File: config.mk
export PLATFORM = sky130hd
export DESIGN_NAME = control_fsm
export DESIGN_NICKNAME = d
export VERILOG_FILES = /design/src/rtl/control_fsm.sv
export SDC_FILE = /design/constraint.sdc
export NUM_CORES = 1
export LEC_CHECK = 0
export BUFFER_PORTS_ARGS = -buffer_cell sky130_fd_sc_hd__buf_2
export CAP_MARGIN = 5
export CORE_MARGIN = 4
export CORE_UTILIZATION = 39
export CTS_BUF_LIST = sky130_fd_sc_hd__clkbuf_8 sky130_fd_sc_hd__clkbuf_16
export DETAILED_ROUTE_END_ITERATION = 10
export MAX_ROUTING_LAYER = met4
export PLACE_DENSITY = 0.76
export SLEW_MARGIN = 20
export SYNTH_ARGS = -nofsm -noshare
export SYNTH_HDL_FRONTEND = slang
export SYNTH_SLANG_ARGS = --single-unit
File: constraint.sdc
create_clock -name clk -period 1.7 [get_ports clk]
set_input_delay 0.255 -clock clk [delete_from_list [all_inputs] [get_ports clk]]
set_output_delay 0.255 -clock clk [all_outputs]
set_load 0.05 [all_outputs]
File: src/rtl/control_fsm.sv
// Multi-cycle RV32-subset control FSM: sequences fetch/decode/execute and drives datapath strobes.
// Optional feature: define CONTROL_FSM_JAL_EN to add the JAL state; otherwise opcode 1101111 traps.
module control_fsm #(
  parameter int INSTR_WIDTH   = 32,  // must be at least 32
  parameter int ALUCTRL_WIDTH = 3
) (
  input  logic                     clk,
  input  logic                     rst_n,
  input  logic [INSTR_WIDTH-1:0]   instr,
  input  logic                     instr_valid,
  output logic                     instr_ready,
  input  logic                     EQ,
  input  logic                     mem_ready,
  output logic                     RegWrite,
  output logic                     ALUsrc,
  output logic                     PCsrc,
  output logic                     PCwrite,
  output logic                     IRwrite,
  output logic                     MemRead,
  output logic                     MemWrite,
  output logic [ALUCTRL_WIDTH-1:0] ALUctrl,
  output logic [1:0]               ImmSrc,
  output logic [1:0]               ResultSrc,
  output logic                     illegal
);

  localparam logic [6:0] OP_IMM    = 7'b0010011;
  localparam logic [6:0] OP_REG    = 7'b0110011;
  localparam logic [6:0] OP_LOAD   = 7'b0000011;
  localparam logic [6:0] OP_STORE  = 7'b0100011;
  localparam logic [6:0] OP_BRANCH = 7'b1100011;
`ifdef CONTROL_FSM_JAL_EN
  localparam logic [6:0] OP_JAL    = 7'b1101111;
`endif

  localparam logic [ALUCTRL_WIDTH-1:0] ALU_ADD = '0;
  localparam logic [ALUCTRL_WIDTH-1:0] ALU_SUB = ALUCTRL_WIDTH'(1);

  localparam logic [1:0] IMM_I = 2'b00;
  localparam logic [1:0] IMM_S = 2'b01;
  localparam logic [1:0] IMM_B = 2'b10;
  localparam logic [1:0] IMM_J = 2'b11;

  localparam logic [1:0] RES_ALU = 2'b00;
  localparam logic [1:0] RES_MEM = 2'b01;
  localparam logic [1:0] RES_PC4 = 2'b10;

  typedef enum logic [3:0] {
    S_FETCH, S_DECODE, S_EXEC_I, S_EXEC_R, S_MEMADR, S_MEMRD, S_MEMWR,
    S_ALUWB, S_MEMWB, S_BRANCH, S_TRAP
`ifdef CONTROL_FSM_JAL_EN
    , S_JAL
`endif
  } state_t;

  state_t     state, state_next;
  logic [6:0] opcode;
  logic [2:0] funct3;
  logic       funct7_5;
  logic       handshake;
  logic       branch_taken;
  logic       unused_instr;

  // Only opcode, funct3 and funct7[5] steer control; the rest belongs to the datapath.
  assign unused_instr = ^{instr[INSTR_WIDTH-1:31], instr[29:15], instr[11:7]};

  // Gating with rst_n keeps IRwrite/PCwrite low while reset holds the FSM in FETCH.
  assign handshake    = (state == S_FETCH) && instr_valid && rst_n;
  assign branch_taken = ((funct3 == 3'b000) && EQ) || ((funct3 == 3'b001) && !EQ);

  always_ff @(posedge clk or negedge rst_n) begin
    if (!rst_n) begin
      state    <= S_FETCH;
      opcode   <= '0;
      funct3   <= '0;
      funct7_5 <= 1'b0;
    end else begin
      // NOTE: non-blocking assignments so every register samples pre-edge values.
      state <= state_next;
      if (handshake) begin
        opcode   <= instr[6:0];
        funct3   <= instr[14:12];
        funct7_5 <= instr[30];
      end
    end
  end

  always_comb begin
    // NOTE: every output gets a default first so no path through the case infers a latch.
    state_next  = state;
    instr_ready = 1'b0;
    RegWrite    = 1'b0;
    ALUsrc      = 1'b0;
    PCsrc       = 1'b0;
    PCwrite     = 1'b0;
    IRwrite     = 1'b0;
    MemRead     = 1'b0;
    MemWrite    = 1'b0;
    ALUctrl     = ALU_ADD;
    ImmSrc      = IMM_I;
    ResultSrc   = RES_ALU;
    illegal     = 1'b0;

    case (state)
      S_FETCH: begin
        instr_ready = 1'b1;
        if (handshake) begin
          IRwrite    = 1'b1;
          PCwrite    = 1'b1;
          state_next = S_DECODE;
        end
      end
      S_DECODE: begin
        case (opcode)
          OP_IMM:             state_next = S_EXEC_I;
          OP_REG:             state_next = S_EXEC_R;
          OP_LOAD, OP_STORE:  state_next = S_MEMADR;
          OP_BRANCH:          state_next = S_BRANCH;
`ifdef CONTROL_FSM_JAL_EN
          OP_JAL:             state_next = S_JAL;
`endif
          default:            state_next = S_TRAP;
        endcase
      end
      S_EXEC_I: begin
        ALUsrc     = 1'b1;
        state_next = S_ALUWB;
      end
      S_EXEC_R: begin
        ALUctrl    = (funct3 == 3'b000 && funct7_5) ? ALU_SUB : ALU_ADD;
        state_next = S_ALUWB;
      end
      S_ALUWB: begin
        RegWrite   = 1'b1;
        state_next = S_FETCH;
      end
      S_MEMADR: begin
        ALUsrc     = 1'b1;
        ImmSrc     = (opcode == OP_STORE) ? IMM_S : IMM_I;
        state_next = (opcode == OP_STORE) ? S_MEMWR : S_MEMRD;
      end
      S_MEMRD: begin
        MemRead = 1'b1;
        if (mem_ready) state_next = S_MEMWB;
      end
      S_MEMWB: begin
        RegWrite   = 1'b1;
        ResultSrc  = RES_MEM;
        state_next = S_FETCH;
      end
      S_MEMWR: begin
        MemWrite = 1'b1;
        if (mem_ready) state_next = S_FETCH;
      end
      S_BRANCH: begin
        ImmSrc     = IMM_B;
        ALUctrl    = ALU_SUB;
        PCsrc      = branch_taken;
        PCwrite    = branch_taken;
        state_next = S_FETCH;
      end
`ifdef CONTROL_FSM_JAL_EN
      S_JAL: begin
        ImmSrc     = IMM_J;
        PCsrc      = 1'b1;
        PCwrite    = 1'b1;
        RegWrite   = 1'b1;
        ResultSrc  = RES_PC4;
        state_next = S_FETCH;
      end
`endif
      S_TRAP: begin
        illegal    = 1'b1;
        state_next = S_FETCH;
      end
      default: state_next = S_FETCH;
    endcase
  end

endmodule
# After elaboration in Yosys (flattened, before gate mapping)
# Cells that the tools add are included.
# totals
word_cells	58
regBits	15
inputBits	37
# op_classes
eq_ne	19
reduce_logical	14
n_mux	21
# ops
cell	n
$pmux 4 s6	1
$eq 4x3->1 const B	4
$pmux 4 s4	1
$eq 7x6->1 const B	2
$eq 4x4->1 const B	3
$mux 1	12
$mux 4	3
$eq 4x2->1 const B	2
$reduce_or 2->1	4
$eq 7x2->1 const B	1
$eq 7x5->1 const B	1
$eq 7x7->1 const B	1
$ne 2x2->1 const B	3
$logic_and 1x1->1	5
$eq 4x1->1 const B	1
$logic_not 4->1	1
$pmux 1 s2	2
$pmux 2 s2	1
$eq 3x1->1 const B	1
$logic_not 3->1	1
$reduce_and 3->1	1
$mux 2	1
$logic_not 1->1	1
$logic_or 1x1->1	1

# Longest topological paths before layout
# Gate-level depths: netlist of run 1.
# logic_depth
depth_word	5
depth_mapped	6

# Worst setup path after synthesis of run 1
# Ideal clock, no wire load.
# synth_path
path_type	register to output
from	register state[1]
to	output port PCwrite
arrival_ns	2.313
stages_incl_launch_ff	6
setup_slack_ns	-0.868
required_ns	1.445
cell_sequence	dfrtp_1 buf_6 nand2b_1 nor2_1 and3_1 or2_2
# synth_between
elab_chain_len	5
# synth_rtl
element	line_no	text
start, declared	56	state_t state, state_next;
start signal, assigned	79	state <= state_next;
$logic_not 4->1	68, 104	
$logic_and 1x1->1 (2 in series)	68	assign handshake = (state == S_FETCH) && instr_valid && rst_n;
$mux 1	107	if (handshake) begin
$pmux 1 s2 (*)	104	case (state)
end, declared	17	output logic PCwrite,
# Every way passes the cells marked *; elsewhere a longest branch is shown, timed or not.

# Final worst setup path of run 1
# layout_path
from	register opcode[2]
to	output port ImmSrc[0]
# layout_between
elab_chain_len	3
# layout_rtl
element	line_no	text
start, declared	57	logic [6:0] opcode;
start signal, assigned	81	opcode <= instr[6:0];
$eq 7x6->1	139	ImmSrc = (opcode == OP_STORE) ? IMM_S : IMM_I;
$mux 1	139	
$pmux 2 s2	104	
end, declared	22	output logic [1:0] ImmSrc,
# Every way passes these cells.

==> flow_results.org, run 1 <==
** Power
- Total power density per cell area :: around 1900 nW/um^2
- Peak supply drop :: between 1 and 1.5 mV
- Static Leakage :: roughly 0.70 nW
- The design draws roughly 3 mW.

** Critical path
- Along the worst path, the maximum fanout reaches 2.
- The startpoint identified for the worst register-to-register timing path is opcode[2].
- Worst-case reg-to-reg path depth :: 5
- STA classifies the critical path startpoint as a register.
- Tracing the worst setup path back leads to its startpoint at opcode[2].
- In this run the critical register-to-register path is captured at state[1].
- Critical path arrival :: about 1.8 ns
- The worst setup path is captured at an output port.
- STA puts the critical path data required time at between 1 and 1.5 ns.
- Reg-to-reg slack, setup :: 0.02 ns
- The critical path is of the reg -> out type.
- Capture point of the worst path :: ImmSrc[0]

** CTS
- Number of levels the H-tree was split into :: 1
- Counting every sink on the clock net gives 15.
- Worst skew pair latency :: between 0.2 and 0.3 ns
- TritonCTS built the clock tree.
- In this run the clock root is driven by a clkbuf_8.
- The longest clock path from root to sink contains 2 buffers.
- Buffers inserted during clock tree synthesis total 3.
- After clock tree synthesis, the clock-pin slew on the worst setup and hold paths is ~0.07 ns.

** Logic synthesis
- Cell type with the highest aggregate area in the netlist :: dfrtp_1
- Summed over its instances, the top area cell type makes up between 30% and 40% of the synthesized netlist area.
- Share of synthesized area occupied by flip-flops and latches :: 38.5%
- In this run, synthesis produced a sequential element count of 15.
- Main synth FF type :: dfrtp_1
- The synthesized netlist occupies a cell area of 976 um^2.
- Avg Inst Size Synth :: 10.6 um^2
- Library cells used by synthesis :: 32
- Share of flip-flops with an asynchronous set or reset after synthesis :: between 90% and 100%
- In the post-synthesis netlist, the biggest area contributors are dfrtp_1 (38%), mux2_2 (13%), buf_4 (4.6%), buf_6 (4.6%), nor4_4 (4.4%).
- Yosys synthesis warning count :: 0
- By instance count, the leading cell after synthesis is dfrtp_1.
- Instance count of the mapped netlist :: between 90 and 100
- Number of enable flip-flop cells after synthesis :: 0
- Counting instances in the post-synthesis netlist gives the leading cell types as dfrtp_1 (15), mux2_2 (11), nor2_1 (8), buf_4 (6), nand2_1 (6).

** Timing
- Final critical-path setup slack :: -0.337 ns
- Setup repair after global routing could not meet its margin everywhere.
- Clock skew on the completed layout was measured at 0.00834 ns.
- Fin Setup TNS :: -0.502 ns
- Final period demand of the worst path :: around 2 ns
- The max-slew violation count was 0.
- The final-report hold violation count is 0.
- Final setup viols :: 4
- After layout, the worst path uses 120% of the clock period.
- Top achievable clock speed :: between 400 and 500 MHz

** Detailed routing
- Signal routing reaches up to met4.
- Dividing the detail-routed via count by the number of cells gives 5.15.
- Residual DRC count :: 0
- In the detailed route, the total length drawn on met2 is roughly 1300 um.
- Summing over every cut layer, the via total after detailed routing is ~870.
- Post-DRT Antenna Nets :: 0
- Wire length on met3 :: between 100 and 150 um
- First-pass detailed-route iteration total :: 4
- For this block, the initial DRC count from the detailed router was 19.
- After detailed routing, the average wire length per cell comes to approximately 14 um.
- Summed over all layers, the routed wires come to roughly 2400 um.
- For this block, wires on met1 add up to between 900 and 1000 um.

** Min path
- The path class of the tightest hold or removal check is in -> reg.
- The worst hold path begins at instr[0].

** Cells and area
- Cells fill around 66% of the core in the end.
- The finished cells cover 1520 um^2.
- Antenna cell count :: 0
- At the end of the flow, the number of nets in the layout was approximately 180.
- Share of final-layout standard cells stronger than drive strength 1 :: 62.9%
- Layout area overhead :: 55.9%

** Global route
- Number of global-route vias before repair :: ~830
- Entering global routing, the biggest net connects 17 pins.
- Initial antenna violation count :: 0
- Wire length of the first global-routing pass :: 3770 um
- Across every metal layer, demand over resource in global routing totals 15.0%.
- GR Overflow Total :: 0

** Place
- DP Wirelength :: 1650 um
- Before CTS, the worst setup slack after placement is -0.150 ns.
- Routability-driven placement finished with a final weighted congestion of 0.920.
- Buffers placed on the I/O ports in this run total 28.
- Cell area reported after detailed placement :: between 1000 and 1500 um^2

** Floorplan
- Area of the die :: ~3400 um^2
- Row count :: 17
- Once the floorplan was initialized, standard cells occupied between 40% and 50% of the core.
- Die extent in y :: 58.0 um
- Area of the core :: between 2000 and 2500 um^2
- Width of the die :: roughly 58 um
- For this design the top-level I/O count stands at 53.

** Job
- Number of max-cap violations :: 0

** Status
- Status :: complete, but fails checks
- Failing checks :: setup timing
-- cell families after synthesis --
family | count (synthesis) | share of synthesized area (%)
AOI/OAI and AO/OA | 11 | 8.08
buffers and inverters | 12 | 10.0
other | 1 | 0.384
and+or+nand+nor | 38 | 26.7
DFF | 15 | 38.5
muxes | 12 | 13.7
xor gates and xnor gates | 3 | 2.69
-- sequential cells by signal, indices dropped and copies added (netlist names) --
register / count
funct7_5: 1
funct3: 3
opcode: 7
state: 4
-- how the worst min path moves through the flow --
stage                     end  slack, ns  cells after the start
CTS                 opcode[1]       0.23                      2
global placement    opcode[6]       0.23                      2
global route        opcode[0]       0.23                      2
finish              opcode[0]       0.23                      2
detailed placement  opcode[6]       0.24                      2
floorplan           funct3[0]      -0.04                      0
-- metrics by stage --
step,cells,hold WS (ns)
detailed placement,154,0.235
global route,168,0.228
floorplan,94,-0.0406
global placement,154,0.226
finish,168,0.229
CTS,165,0.226
-- power breakdown --
| group | leakage, nW | internal, mW | total (mW) | switching, mW |
|---|---|---|---|---|
| Clock | 0.0255 | 0.162 | 0.294 | 0.132 |
| Sequential | 0.179 | 0.545 | 0.704 | 0.158 |
| Combinational | 0.497 | 0.957 | 1.92 | 0.965 |
-- worst max-delay path, cell delays in order (launching register included) --
cell       delay [ns]
dfrtp_1          0.38
nand4bb_4        0.23
or4b_4           0.52
nor4_4           0.19
buf_6            0.20
-- per-layer routing --
layer | global-route usage (%) | vias to the layer above
met5 | - | -
met4 | 8.28 | 0
met3 | 1.56 | 6
met2 | 22.9 | 28
met1 | 19.4 | 417
li1 | - | 414
-- cell type report --
cell class              count  area [um^2]
inverters                   2         7.51
clock inverters             1         5.00
multi-input cells          67          608
well taps                  28         35.0
fillers                   192          776
repair buffers             52          445
flip-flops and latches     15          379
clock buffers               3         41.3
-- cell usage in the layout, fill, tap and decap left out, types with 2 or more instances in the layout --
master / instances
buf_4: 19
nor3_1: 2
clkbuf_8: 3
dfrtp_2: 3
mux2_4: 5
a21oi_1: 2
nor4_4: 2
nand3_1: 3
nor2_4: 2
xnor2_1: 2
buf_6: 10
inv_1: 2
nor2_1: 6
conb_1: 3
buf_2: 16
nand2_1: 6
buf_8: 4
o21ai_0: 2
mux2_2: 6
dfrtp_1: 12
buf_12: 2
nand2b_4: 3
-- timing repair --
item / in CTS / in global routing
pin swaps: 5 / 5
gates resized for setup: 31 / 24
setup endpoints to repair: 8 / 19
setup buffers: 6 / 4
hold buffers: 1 / 0
endpoints found under the hold margin: 15 / 0
Power figures use the tool's default switching activity.
==> run 2, diff against run 1 <==
--- a/config.mk
+++ b/config.mk
@@ -7,6 +7,7 @@
 export LEC_CHECK = 0
 export BUFFER_PORTS_ARGS = -buffer_cell sky130_fd_sc_hd__buf_2
 export CAP_MARGIN = 5
+export CORE_ASPECT_RATIO = 0.7
 export CORE_MARGIN = 4
 export CORE_UTILIZATION = 39
 export CTS_BUF_LIST = sky130_fd_sc_hd__clkbuf_8 sky130_fd_sc_hd__clkbuf_16
==> run 2 against run 1 <==
  * The run still ends with setup timing left
  * Clock-buffer cell count unchanged
  * Wire length increased by 13%
  * Clock skew decreased by 0.0052 ns
  * Critical path type unchanged
  * Largest power group unchanged
==> flow_results.org, run 2 (same netlist as run 1, synthesis figures left out) <==
** Status
- Status :: complete, but fails checks (unchanged)
- Failing checks: setup timing (unchanged).

** Global route
- The initial antenna violation count is 0 (unchanged).
- The pin count of the biggest net entering global routing was 17 (unchanged).
- Number of global-route vias before repair :: 798 (was 826)
- The total global routing overflow is 0 (unchanged).
- The total routing resource utilization after global routing came to 15.3% (was 15.0%).
- Wire length of the first global-routing pass :: 3710 um (was 3770 um)

** Power
- Static Leakage :: 0.723 nW (was 0.701 nW)
- The sequential group share of total power is 23.8% (was 24.1%).
- Combinational group share of total power :: 67.1% (was 65.8%)
- Net load switching power :: 1.28 mW (was 1.26 mW)
- Clock network power share :: 9.1% (was 10.1%)
- The peak supply drop was 0.789 mV (was 1.26 mV).
- The internal cell power came to 1.74 mW (was 1.66 mW).
- The fraction of power spent switching nets was 42.5% (was 43.0%).
- The power per cell area came to 1940 nW/um^2 (was 1920 nW/um^2).

** Cells and area
- Share of the core filled with cells :: 68.8% (was 66.2%)
- Top library cells by usage in the layout, fill and taps aside: buf_4 (18), buf_2 (17), dfrtp_1 (13) (was buf_4 (19), buf_2 (16), dfrtp_1 (12)).
- Largest register by flop count :: opcode (unchanged)
- Biggest regs :: opcode: 7 flops, state: 4 flops, funct3: 3 flops (unchanged)
- The flip-flop count of the largest register after layout is 7 (unchanged).
- The share of cells above drive strength 1 is 60.3% (was 62.9%).
- The leading cell type in the layout, fill and taps excluded is buf_4 (unchanged).
- Sequential Area :: 378 um^2 (was 379 um^2)
- The layout filler cell count is 176 (was 192).
- The area of the multi-input gates came to 614 um^2 (was 608 um^2).
- The number of antenna diodes was 0 (unchanged).
- Layout area overhead :: 59.2% (was 55.9%)
- Number of nets in the final layout :: 179 (was 178)

** Floorplan
- Effective utilization at floorplan :: 43.2% (was 42.5%)
- Die extent in y :: 49.9 um (was 58.0 um)
- Area of the die :: 3380 um^2 (was 3370 um^2)
- Width of the die :: 67.8 um (was 58.0 um)
- The area of the core came to 2260 um^2 (was 2300 um^2).
- The number of rows created at floorplan is 14 (was 17).
- Number of placed I/O pins :: 53 (unchanged)

** CTS
- Maximum clock insertion buffer count :: 2 (unchanged)
- The clock transition time at the flip-flop clock pins of the worst setup and hold paths is 0.05 ns (was 0.07 ns).
- TritonCTS clock tree :: done (unchanged)
- The number of H-tree levels was 1 (unchanged).
- The sink count of the clock tree came to 15 (unchanged).
- Number of clock buffers inserted by TritonCTS :: 3 (unchanged)
- The clock insertion delay at the later pin of the skew report came to 0.24 ns (was 0.25 ns).
- Clk root buf :: clkbuf_8 (unchanged)

** Critical path
- The setup slack of the worst register-to-register path is -0.03 ns (was 0.02 ns).
- The endpoint of the most critical register-to-register path was opcode[2] (was state[1]).
- Largest fanout of any net on the critical path :: 2 (unchanged)
- The type of the worst setup path is reg -> out (unchanged).
- Critical path arrival :: 1.74 ns (was 1.78 ns)
- Data required, critical path :: 1.44 ns (about the same)
- CP Capture Type :: output port (unchanged)
- The nature of the critical path startpoint was a register (unchanged).
- Worst-case reg-to-reg path depth :: 5 (unchanged)
- Beginning of the critical path :: opcode[2] (unchanged)
- The source of the worst register-to-register timing path is state[2] (was opcode[2]).

** Min path
- Hold crit path type :: in -> reg (unchanged)
- Hold depth :: 2 (unchanged)
- Hold path start :: instr[3] (was instr[0])
- Worst Hold Endpoint :: opcode[3] (was opcode[0])

** Place
- Number of I/O port buffers :: 28 (unchanged)
- The detailed-placement wirelength estimate was 1840 um (was 1650 um).
- The worst setup slack after placement came to -0.117 ns (was -0.150 ns).
- The last weighted congestion value of the routability-driven placer was 0.895 (was 0.920).

** Detailed routing
- Vias :: 851 (was 865)
- Average wire per standard cell :: 15.8 um (was 14.4 um)
- The violation count after the first detailed-route iteration came to 14 (was 19).
- Detailed-route vias per instance :: 4.92 (was 5.15)
- Total length of routed wires :: 2730 um (was 2420 um)
- The antenna violation net count after detailed routing came to 0 (unchanged).
- The total iterations of the first detailed-routing run is 4 (unchanged).
- The detailed-route DRC error count was 0 (unchanged).

** Job
- Number of max-cap violations :: 0 (unchanged)

** Timing
- RSZ-0062 raised after global routing: true (unchanged).
- Top achievable clock speed :: 500 MHz (was 491 MHz)
- Count of final hold-check violations :: 0 (unchanged)
- The final count of negative-setup-slack endpoints came to 8 (was 4).
- The post-layout minimum cycle time came to 2.00 ns (was 2.04 ns).
- The largest clock skew in the final design is 0.00317 ns (was 0.00834 ns).
- The max-slew violation count is 0 (unchanged).
- The portion of the clock cycle consumed by the worst path in the final layout came to 118% (was 120%).
- Final critical-path setup slack :: -0.298 ns (was -0.337 ns)
==> run 2: timing repair <==
item / 4_1_cts / 5_1_grt
hold buffers: 1 / 0
endpoints found under the setup margin: 12 / 21
cloned: 0 / 1
setup buffers: 6 / 3
endpoints found under the hold margin: 15 / 0
pin swaps: 4 / 4
resized for setup: 23 / 34
==> run 2: worst max path at each step <==
stage | endpoint | slack, ns | depth (start not counted)
5_1_grt | ImmSrc[0] | -0.40 | 4
3_3_place_gp | ImmSrc[0] | -0.11 | 4
6_report | ImmSrc[0] | -0.30 | 4
2_1_floorplan | PCwrite | -0.47 | 6
4_1_cts | ImmSrc[0] | -0.31 | 4
3_5_place_dp | ImmSrc[0] | -0.12 | 4
==> run 2: cell type report <==
class                   count  share of cell area [%]
multi-input cells          67                    39.5
repair buffers             53                    30.2
flip-flops and latches     15                    24.3
clock buffers               3                    2.66
well taps                  32                    2.58
inverters                   2                   0.483
clock inverters             1                   0.242
==> run 2: critical path, stage by stage (launching register included) <==
cell and delay [ns]:
dfrtp_1 0.38, nand4bb_4 0.22, or4b_4 0.52, nor4_4 0.19, buf_6 0.20
==> run 2: power groups by stage <==
| stage | Combinational [mW] | Sequential [mW] | Clock [mW] |
|---|---|---|---|
| 2_1_floorplan | 1.20 | 0.672 | 0 |
| 5_1_grt | 2.15 | 0.746 | 0.307 |
| 4_1_cts | 1.71 | 0.709 | 0.287 |
| 3_3_place_gp | 1.45 | 0.696 | 0 |
| 6_report | 2.03 | 0.720 | 0.274 |
| 3_5_place_dp | 1.49 | 0.712 | 0 |
==> run 2: per-layer routing <==
layer | part of all wire, % | track usage, % | up-vias
met5 | 0 | - | -
met4 | 1.3 | 2.97 | 0
met3 | 6.1 | 4.77 | 2
met2 | 51 | 25.5 | 32
met1 | 42 | 18.0 | 405
li1 | - | - | 412
==> run 2: per-stage QoR <==
stage | instances | hold slack [ns] | total power, mW | setup TNS [ns] | cell area, um^2
global placement | 158 | 0.212 | 2.14 | -0.107 | 1210
detailed placement | 158 | 0.223 | 2.20 | -0.117 | 1210
global route | 173 | 0.230 | 3.21 | -1.43 | 1550
CTS | 169 | 0.239 | 2.71 | -0.433 | 1390
floorplan | 94 | -0.0406 | 1.87 | -5.95 | 1030
finish | 173 | 0.245 | 3.02 | -0.553 | 1550
